`src/rtl/hamm_lane_arbiter_if.sv`:
```
// hamm_lane_arbiter_if: lane-side and corrector-side signals of the Hamming lane arbiter
interface hamm_lane_arbiter_if #(parameter int CNT_W = 8);
    logic [27:0]        in_code;
    logic [3:0]         in_valid;
    logic [3:0]         in_ready;
    logic [6:0]         out_code;
    logic [1:0]         out_lane;
    logic [2:0]         out_syn;
    logic               out_valid;
    logic               out_ready;
    logic               clr_cnt;
    logic [4*CNT_W-1:0] err_cnt;
    modport master (
        output in_code, in_valid, out_ready, clr_cnt,
        input  in_ready, out_code, out_lane, out_syn, out_valid, err_cnt
    );
    modport slave (
        input  in_code, in_valid, out_ready, clr_cnt,
        output in_ready, out_code, out_lane, out_syn, out_valid, err_cnt
    );
endinterface

```
`src/rtl/hamm_lane_arbiter.sv`:
```
// hamm_lane_arbiter: round-robin sharing of one Hamming(7,4) corrector among four lanes
module hamm_lane_arbiter #(
    parameter int CNT_W = 8
) (
    input logic               clk,
    input logic               rst,
    hamm_lane_arbiter_if.slave bus
);
    typedef enum logic {IDLE, BUSY} state_e;
    state_e           state_q, state_d;
    logic [6:0]       lane_buf_q [4];
    logic [6:0]       lane_buf_d [4];
    logic [3:0]       full_q, full_d;
    logic [1:0]       ptr_q, ptr_d;
    logic [6:0]       code_q, code_d;
    logic [1:0]       lane_q, lane_d;
    logic [2:0]       syn_q, syn_d;
    logic [CNT_W-1:0] cnt_q [4];
    logic [CNT_W-1:0] cnt_d [4];
    logic             gnt_any, do_grant, hs;
    logic [1:0]       gnt_lane, cand;
    logic [3:0]       load;

    function automatic logic [2:0] syndrome(input logic [6:0] c);
        return {c[3] ^ c[4] ^ c[5] ^ c[6], c[1] ^ c[2] ^ c[5] ^ c[6], c[0] ^ c[2] ^ c[4] ^ c[6]};
    endfunction

    always_ff @(posedge clk) begin
        if (rst) begin
            state_q    <= IDLE;
            lane_buf_q <= '{default: '0};
            full_q     <= '0;
            ptr_q      <= 2'd3;
            code_q     <= '0;
            lane_q     <= '0;
            syn_q      <= '0;
            cnt_q      <= '{default: '0};
        end else begin
            state_q    <= state_d;
            lane_buf_q <= lane_buf_d;
            full_q     <= full_d;
            ptr_q      <= ptr_d;
            code_q     <= code_d;
            lane_q     <= lane_d;
            syn_q      <= syn_d;
            cnt_q      <= cnt_d;
        end
    end

    // first full lane strictly after the last granted one
    always_comb begin
        gnt_any  = 1'b0;
        gnt_lane = ptr_q;
        cand     = ptr_q;
        for (int k = 1; k <= 4; k++) begin
            cand = ptr_q + 2'(k);
            if (!gnt_any && full_q[cand]) begin
                gnt_any  = 1'b1;
                gnt_lane = cand;
            end
        end
    end

    always_comb begin
        state_d = (state_q == IDLE || bus.out_ready) ? (gnt_any ? BUSY : IDLE) : BUSY;
    end

    always_comb begin
        do_grant = gnt_any && (state_q == IDLE || bus.out_ready);
        hs       = (state_q == BUSY) && bus.out_ready;
        load     = bus.in_valid & ~full_q;
        full_d   = full_q;
        for (int i = 0; i < 4; i++) begin
            full_d[i]     = load[i] | (full_q[i] & ~(do_grant && gnt_lane == 2'(i)));
            lane_buf_d[i] = load[i] ? bus.in_code[7*i +: 7] : lane_buf_q[i];
            cnt_d[i]      = bus.clr_cnt ? '0 :
                            (hs && syn_q != 3'd0 && lane_q == 2'(i) && cnt_q[i] != '1) ? cnt_q[i] + 1'b1 :
                            cnt_q[i];
        end
        ptr_d  = do_grant ? gnt_lane : ptr_q;
        code_d = do_grant ? lane_buf_q[gnt_lane] : code_q;
        lane_d = do_grant ? gnt_lane : lane_q;
        syn_d  = do_grant ? syndrome(lane_buf_q[gnt_lane]) : syn_q;
    end

    assign bus.in_ready  = ~full_q;
    assign bus.out_valid = (state_q == BUSY);
    assign bus.out_code  = code_q;
    assign bus.out_lane  = lane_q;
    assign bus.out_syn   = syn_q;

    for (genvar i = 0; i < 4; i++) begin : g_cnt
        assign bus.err_cnt[CNT_W*i +: CNT_W] = cnt_q[i];
    end
endmodule

```
`src/flat_wrapper.sv`:
```
// flat-port wrapper written by rule: the top's interface ports become plain ports
module hamm_lane_arbiter_flat 
#(
    parameter int CNT_W = 8
)
  (clk, rst, bus_in_code, bus_in_valid, bus_out_ready, bus_clr_cnt, bus_in_ready, bus_out_code, bus_out_lane, bus_out_syn, bus_out_valid, bus_err_cnt);
  hamm_lane_arbiter_if #(.CNT_W(CNT_W)) bus_i ();
  input logic clk;
  input logic rst;
  input wire logic [$bits(bus_i.in_code)-1:0] bus_in_code;
  input wire logic [$bits(bus_i.in_valid)-1:0] bus_in_valid;
  input wire logic [$bits(bus_i.out_ready)-1:0] bus_out_ready;
  input wire logic [$bits(bus_i.clr_cnt)-1:0] bus_clr_cnt;
  output wire logic [$bits(bus_i.in_ready)-1:0] bus_in_ready;
  output wire logic [$bits(bus_i.out_code)-1:0] bus_out_code;
  output wire logic [$bits(bus_i.out_lane)-1:0] bus_out_lane;
  output wire logic [$bits(bus_i.out_syn)-1:0] bus_out_syn;
  output wire logic [$bits(bus_i.out_valid)-1:0] bus_out_valid;
  output wire logic [$bits(bus_i.err_cnt)-1:0] bus_err_cnt;
  assign bus_i.in_code = bus_in_code;
  assign bus_i.in_valid = bus_in_valid;
  assign bus_i.out_ready = bus_out_ready;
  assign bus_i.clr_cnt = bus_clr_cnt;
  assign bus_in_ready = bus_i.in_ready;
  assign bus_out_code = bus_i.out_code;
  assign bus_out_lane = bus_i.out_lane;
  assign bus_out_syn = bus_i.out_syn;
  assign bus_out_valid = bus_i.out_valid;
  assign bus_err_cnt = bus_i.err_cnt;
  hamm_lane_arbiter #(.CNT_W(CNT_W)) u_core (.clk(clk), .rst(rst), .bus(bus_i));
endmodule
```
`config.mk`:
```
export PLATFORM = sky130hd
export DESIGN_NAME = hamm_lane_arbiter_flat
export DESIGN_NICKNAME = d
export VERILOG_FILES = /design/src/rtl/hamm_lane_arbiter_if.sv /design/src/rtl/hamm_lane_arbiter.sv /design/src/flat_wrapper.sv
export SDC_FILE = /design/constraint.sdc
export NUM_CORES = 1
export LEC_CHECK = 0
export ABC_AREA = 0
export ABC_CLOCK_PERIOD_IN_PS = 2800
export CAP_MARGIN = 25
export CORE_MARGIN = 2
export CORE_UTILIZATION = 35
export DETAILED_ROUTE_END_ITERATION = 7
export PLACE_DENSITY = 0.67
export SYNTH_ARGS = -nofsm -noshare
export SYNTH_HDL_FRONTEND = slang
export SYNTH_SLANG_ARGS = --single-unit
```
`constraint.sdc`:
```
create_clock -name clk -period 2.8 [get_ports clk]
set_input_delay 0.28 -clock clk [delete_from_list [all_inputs] [get_ports clk]]
set_output_delay 0.28 -clock clk [all_outputs]
set_load 0.1 [all_outputs]
```
Word-level counts from Yosys, hierarchy flattened
Index checks and enable logic that the tools add are counted.
{"block": "word_totals", "out_inout_bits": 49, "regBits": 79, "word_cells": 108, "inputBits": 36}
{"block": "classes", "eq_ne": 10, "addsub": 7, "reduce_logical": 26, "mux": 21, "bitwise": 25, "n_lt_le_gt_ge": 5}
{"cell": "8-bit by 1-bit adder with 8-bit output (second input constant)", "count": 4}
{"cell": "8-bit inequality test (second input constant)", "count": 4}
{"cell": "1-bit logical AND", "count": 18}
{"cell": "7-bit binary-select mux with 2-bit select", "count": 1}
{"cell": "7-bit 2-to-1 mux", "count": 2}
{"cell": "2-bit by 3-bit < comparator with 1-bit output (second input constant)", "count": 4}
{"cell": "1-bit 2-to-1 mux", "count": 10}
{"cell": "1-bit XOR", "count": 9}
{"cell": "1-bit binary-select mux with 2-bit select", "count": 4}
{"cell": "2-bit equality test (second input constant)", "count": 4}
{"cell": "2-bit 2-to-1 mux", "count": 4}
{"cell": "1-bit inverter", "count": 5}
{"cell": "2-bit adder (second input constant)", "count": 2}
{"cell": "1-bit bitwise AND", "count": 4}
{"cell": "4-bit bitwise AND", "count": 1}
{"cell": "2-bit by 1-bit equality test with 1-bit output (second input constant)", "count": 2}
{"cell": "2-bit zero test", "count": 2}
{"cell": "4-bit inverter", "count": 1}
{"cell": "1-bit bitwise OR", "count": 4}
{"cell": "3-bit >= comparator (second input constant)", "count": 1}
{"cell": "1-bit zero test", "count": 3}
{"cell": "2-bit inverter with 3-bit output", "count": 1}
{"cell": "3-bit nonzero test", "count": 1}
{"cell": "2-bit by 1-bit adder with 2-bit output (second input constant)", "count": 1}
{"cell": "2 further kinds", "count": 2}

Longest topological paths before layout
{"block": "logic_depth", "depth_word": 20, "ltp_mapped": 9, "ltp_nobuf": 8}

Worst setup path before layout
Ideal clock, no wire load.
{"block": "synth_timing", "path_type": "register -> register", "startpoint": "register u_core.full_q[3]", "endpoint": "register u_core.syn_q[1], in the netlist u_core.bus.out_syn[1]", "period_less_slack_ps": 2739, "arrival_time_ps": 2648, "slack_ps": 61, "required_ps": 2709, "stages_incl_launch_ff": 10, "setup_time_ps": 91, "path_buffers": 2, "path_cell_list": "dfxtp_1 -> buf_6 -> inv_1 -> o22ai_1 -> a221o_1 -> buf_6 -> and3_4 -> a211o_1 -> a211o_1 -> a311oi_1"}
{"block": "synth_via", "elab_chain_cells": 19, "elab_cells_between_ends": 30, "cone_classes": "mux: 19; bitwise: 4; reduce/logical: 7"}
{"item": "start, declared", "line_no": "hamm_lane_arbiter.sv:13", "source": "logic [3:0] full_q, full_d;"}
{"item": "start signal, assigned", "line_no": "hamm_lane_arbiter.sv:41", "source": "full_q <= full_d;"}
{"item": "1-bit binary-select mux with 2-bit select", "line_no": "hamm_lane_arbiter.sv:57", "source": "if (!gnt_any && full_q[cand]) begin"}
{"item": "1-bit 2-to-1 mux (not written as such)", "line_no": "hamm_lane_arbiter.sv:57"}
{"item": "1-bit 2-to-1 mux", "line_no": "hamm_lane_arbiter.sv:57"}
{"item": "1-bit zero test", "line_no": "hamm_lane_arbiter.sv:57"}
{"item": "1-bit logical AND", "line_no": "hamm_lane_arbiter.sv:57"}
{"item": "1-bit 2-to-1 mux", "line_no": "hamm_lane_arbiter.sv:57"}
{"item": "1-bit zero test", "line_no": "hamm_lane_arbiter.sv:57"}
{"item": "1-bit logical AND", "line_no": "hamm_lane_arbiter.sv:57"}
{"item": "1-bit 2-to-1 mux", "line_no": "hamm_lane_arbiter.sv:57"}
{"item": "1-bit zero test", "line_no": "hamm_lane_arbiter.sv:57"}
{"item": "1-bit logical AND", "line_no": "hamm_lane_arbiter.sv:57"}
{"item": "2-bit 2-to-1 mux", "line_no": "hamm_lane_arbiter.sv:57"}
{"item": "2-bit inverter with 3-bit output (not written as such)", "line_no": "hamm_lane_arbiter.sv:83", "source": "syn_d = do_grant ? syndrome(lane_buf_q[gnt_lane]) : syn_q;"}
{"item": "7-bit binary-select mux with 2-bit select", "line_no": "hamm_lane_arbiter.sv:83"}
{"item": "7-bit 2-to-1 mux (not written as such) (2 in a row)", "line_no": "hamm_lane_arbiter.sv:83"}
{"item": "1-bit XOR (3 in a row)", "line_no": "hamm_lane_arbiter.sv:25", "source": "return {c[3] ^ c[4] ^ c[5] ^ c[6], c[1] ^ c[2] ^ c[5] ^ c[6], c[0] ^ c[2] ^ c[4] ^ c[6]};"}
{"item": "end signal, assigned", "line_no": "hamm_lane_arbiter.sv:45", "source": "syn_q <= syn_d;"}
{"item": "end, declared", "line_no": "hamm_lane_arbiter.sv:17", "source": "logic [2:0] syn_q, syn_d;"}
Several ways; a longest one is shown, not always the timed one. The select of a mux whose other input is x is not followed.
A chain may end at the register's enable or synchronous reset.

Worst setup path in the final report
{"block": "layout_timing", "startpoint": "register u_core.full_q[1]", "endpoint": "register u_core.syn_q[1], in the netlist u_core.bus.out_syn[1]"}
Same word-level chain as after synthesis.

==> results.toml <==
[critical_path]
cp_top_family = "compound AO/OA/AOI/OAI gates"
path_common_cell = "o211ai_1"
worstPathCellList = "inv_2, o22ai_1, a221o_1, o211ai_1, a211oi_1, o211ai_1, a311oi_1"
critPathMaxFanout = 8
path_class = "register to register"
start_kind = "register"
critPathRequiredTime_ns = 3.05
crit_slowest_cell = "dfxtp_1"
worst_path_largest_cell_delay_ns = 0.49
cp-end-kind = "register"
worstPathArrival_ns = 2.65
worst-path-buf-inv = 1

[worst_hold_path]
hold_class = "register to register"

[clocking]
insertion_delay_ns = 0.36
cts_made_buffers = 9
cts_root_buf = "clkbuf_8"
post_cts_buffers = 0
cts_resized = 0
htreeDepth = 3
cts_buffer_depth = 2
cts_tree = "done"
numClockSinks = 79
clkTransAtPathRegs_ns = 0.09
cts_hold_buf = 0

[timing]
rsz0062_at_grt = "no"
skew_ns = 0.0172
hold_viol_final = 0
tightest_slew_ns = 0.614
max_freq_mhz = 417
setup_tns_ns = 0
timing.final.crit_share_pct = 85.6
max_slew_margin_pct = 59.1
fin_crit_ns = 2.40
whs_ns = 0.473
maxSlewViolCount = 0
timing.final.ws_setup_ns = 0.402
setup_viol_count_final = 0

[global_routing]
antenna_found_initial = 0
grt_pass1_wl_microns = 14700
grt_pass1_vias = 2976
grtUsageTotal_pct = 16.3
grt_remaining_overflow = 0
grt_max_degree = 48

[synth]
synthTopCellsByCount = "79 x dfxtp_1, 75 x nor2_1, 36 x mux2i_1"
avgSynthCellArea_sq_um = 8.87
synth_area_sq_um = 3700
synthFlopType = "dfxtp_1"
synth_edf_count = 0
netlist.area_leader.share_pct = 42.8
ys_top_cells_by_area = "dfxtp_1 43%, mux2i_1 9.7%, nor2_1 7.6%, nand3_1 3.4%, xor2_1 3.3%"
synth_area_leader_cell = "dfxtp_1"
yosysUniqueCellTypes = 54
synthCells = 417
async_flop_share_pct = 0
synth_warnings = 0
syn_nets = 457
yosysMostFrequentCell = "dfxtp_1"
ys_seq_elements = 79
ys_seq_area_share_pct = 42.8

[place]
gp_congestion = 0.838
place_ws_ns = 0.447
hpwl_microns = 6820
port_buffers = 84

[floorplanning]
design.core.area_sq_um = 10300
die_h_microns = 107
start_util_pct = 36.0
pin_count = 85
die-area_sq_um = 11400
rows = 37
die_w_microns = 107

[pwr]
power_mw = 3.86
p_per_area_nw_per_um2 = 821
leakage_nw = 1.86
ir_worst_vdd_v = 0.000438

[job]
maxCapViolCount = 0

[cells_and_area]
final_core_util_pct = 45.8
nets = 536
fill_cells = 1015
drive_gt1_share_pct = 17.8
area_delta_synth_final_pct = 27.3
diodes = 0

[route]
vias_per_cell = 5.01
vias = 3194
dr.pass1.iters = 4
ant_nets = 0
wl_microns = 9110
wl_per_cell_microns = 14.3
drt_iter0_drc = 180
drc = 0

[run_status]
status = "completed"
==> state kept, by name, summed over array words and instances (netlist names) <==
| name | count |
|---|---|
| u_core.bus.out_lane | 2 |
| u_core.bus.out_valid | 1 |
| u_core.lane_buf_q | 28 |
| u_core.full_q | 4 |
| u_core.bus.err_cnt | 32 |
| u_core.ptr_q | 2 |
| u_core.bus.out_syn | 3 |
| u_core.bus.out_code | 7 |
==> worst register-to-register path, cell delays in order, from the launching register on <==
cell,delay [ns]
dfxtp_1,0.49
inv_2,0.06
o22ai_1,0.26
a221o_1,0.42
o211ai_1,0.22
a211oi_1,0.40
o211ai_1,0.15
a311oi_1,0.29
==> power by group <==
| group | switching (mW) | total (mW) | leakage, nW | internal [mW] |
|---|---|---|---|---|
| Combinational | 1.11 | 1.68 | 1.13 | 0.568 |
| Clock | 0.462 | 0.799 | 0.0854 | 0.336 |
| Sequential | 0.139 | 1.38 | 0.645 | 1.24 |
| Total | 1.72 | 3.86 | 1.86 | 2.15 |
==> cell families (layout without fill, tap and decap cells) <==
group	after synthesis	in the layout	synth area share [%]
xor gates and xnor gates	27	27	7.14
buffers and inverters	33	117	4.06
DFF	79	79	42.8
and+or+nand+nor	172	172	22.4
AOI/OAI and AO/OA	66	66	12.5
muxes	36	36	9.74
adders and majority gates	4	4	1.35
==> through the flow <==
step,instances,area (sq um)
after floorplan,417,3700
after global placement,621,4530
after detailed placement,621,4530
after CTS,637,4710
after global routing,637,4710
final,637,4710
==> routing by layer <==
metal	track usage, %	routed length [microns]	share of wire, %
met5	0	0	0
met4	4.73	106	1.2
met3	3.77	390	4.3
met2	26.8	4330	47
met1	21.4	4290	47
==> area by class of cell <==
type | count | area (sq um) | share of cell area [%]
clock buffer | 10 | 128 | 2.71
clock inverter | 6 | 52.6 | 1.12
inverter | 10 | 37.5 | 0.797
multi-input combinational | 305 | 1970 | 41.8
sequential | 79 | 1580 | 33.6
tap | 136 | 170 | 3.62
timing repair buffer | 91 | 771 | 16.4
==> final timing paths <==
| kind | startpoint | end | slack [ns] | cells after the start |
|---|---|---|---|---|
| hold / removal | u_core.bus.out_code[5] | u_core.bus.out_code[5] | 0.47 | 2 |
| hold reg to reg | u_core.bus.out_code[5] | u_core.bus.out_code[5] | 0.47 | 2 |
| setup / recovery | u_core.full_q[1] | u_core.bus.out_syn[1] | 0.40 | 7 |
| setup reg to reg | u_core.full_q[1] | u_core.bus.out_syn[1] | 0.40 | 7 |
==> cell usage in the layout, fill, tap and decap left out, types with 2 or more instances in the layout <==
cell	synthesis	routed
nand2_1	24	24
a211oi_2	2	2
nand4_1	6	6
clkinvlp_4	0	2
and3_1	5	5
or3_1	5	5
clkbuf_8	0	9
o21ai_0	16	16
clkdlybuf4s50_1	0	35
a311oi_1	4	4
a21oi_1	20	20
xnor3_1	2	2
inv_6	0	2
nor2b_1	4	4
inv_1	9	9
a211o_1	3	3
nand3_1	25	25
xnor2_1	11	11
or2_1	2	2
o211ai_1	4	4
nor2_1	75	75
ha_1	4	4
a211oi_1	5	5
nor4_1	2	2
dfxtp_1	79	79
nand2b_1	8	8
mux2i_1	36	36
xor2_1	14	14
buf_4	0	56
nor3_1	4	4
Power figures use the tool's default switching activity.
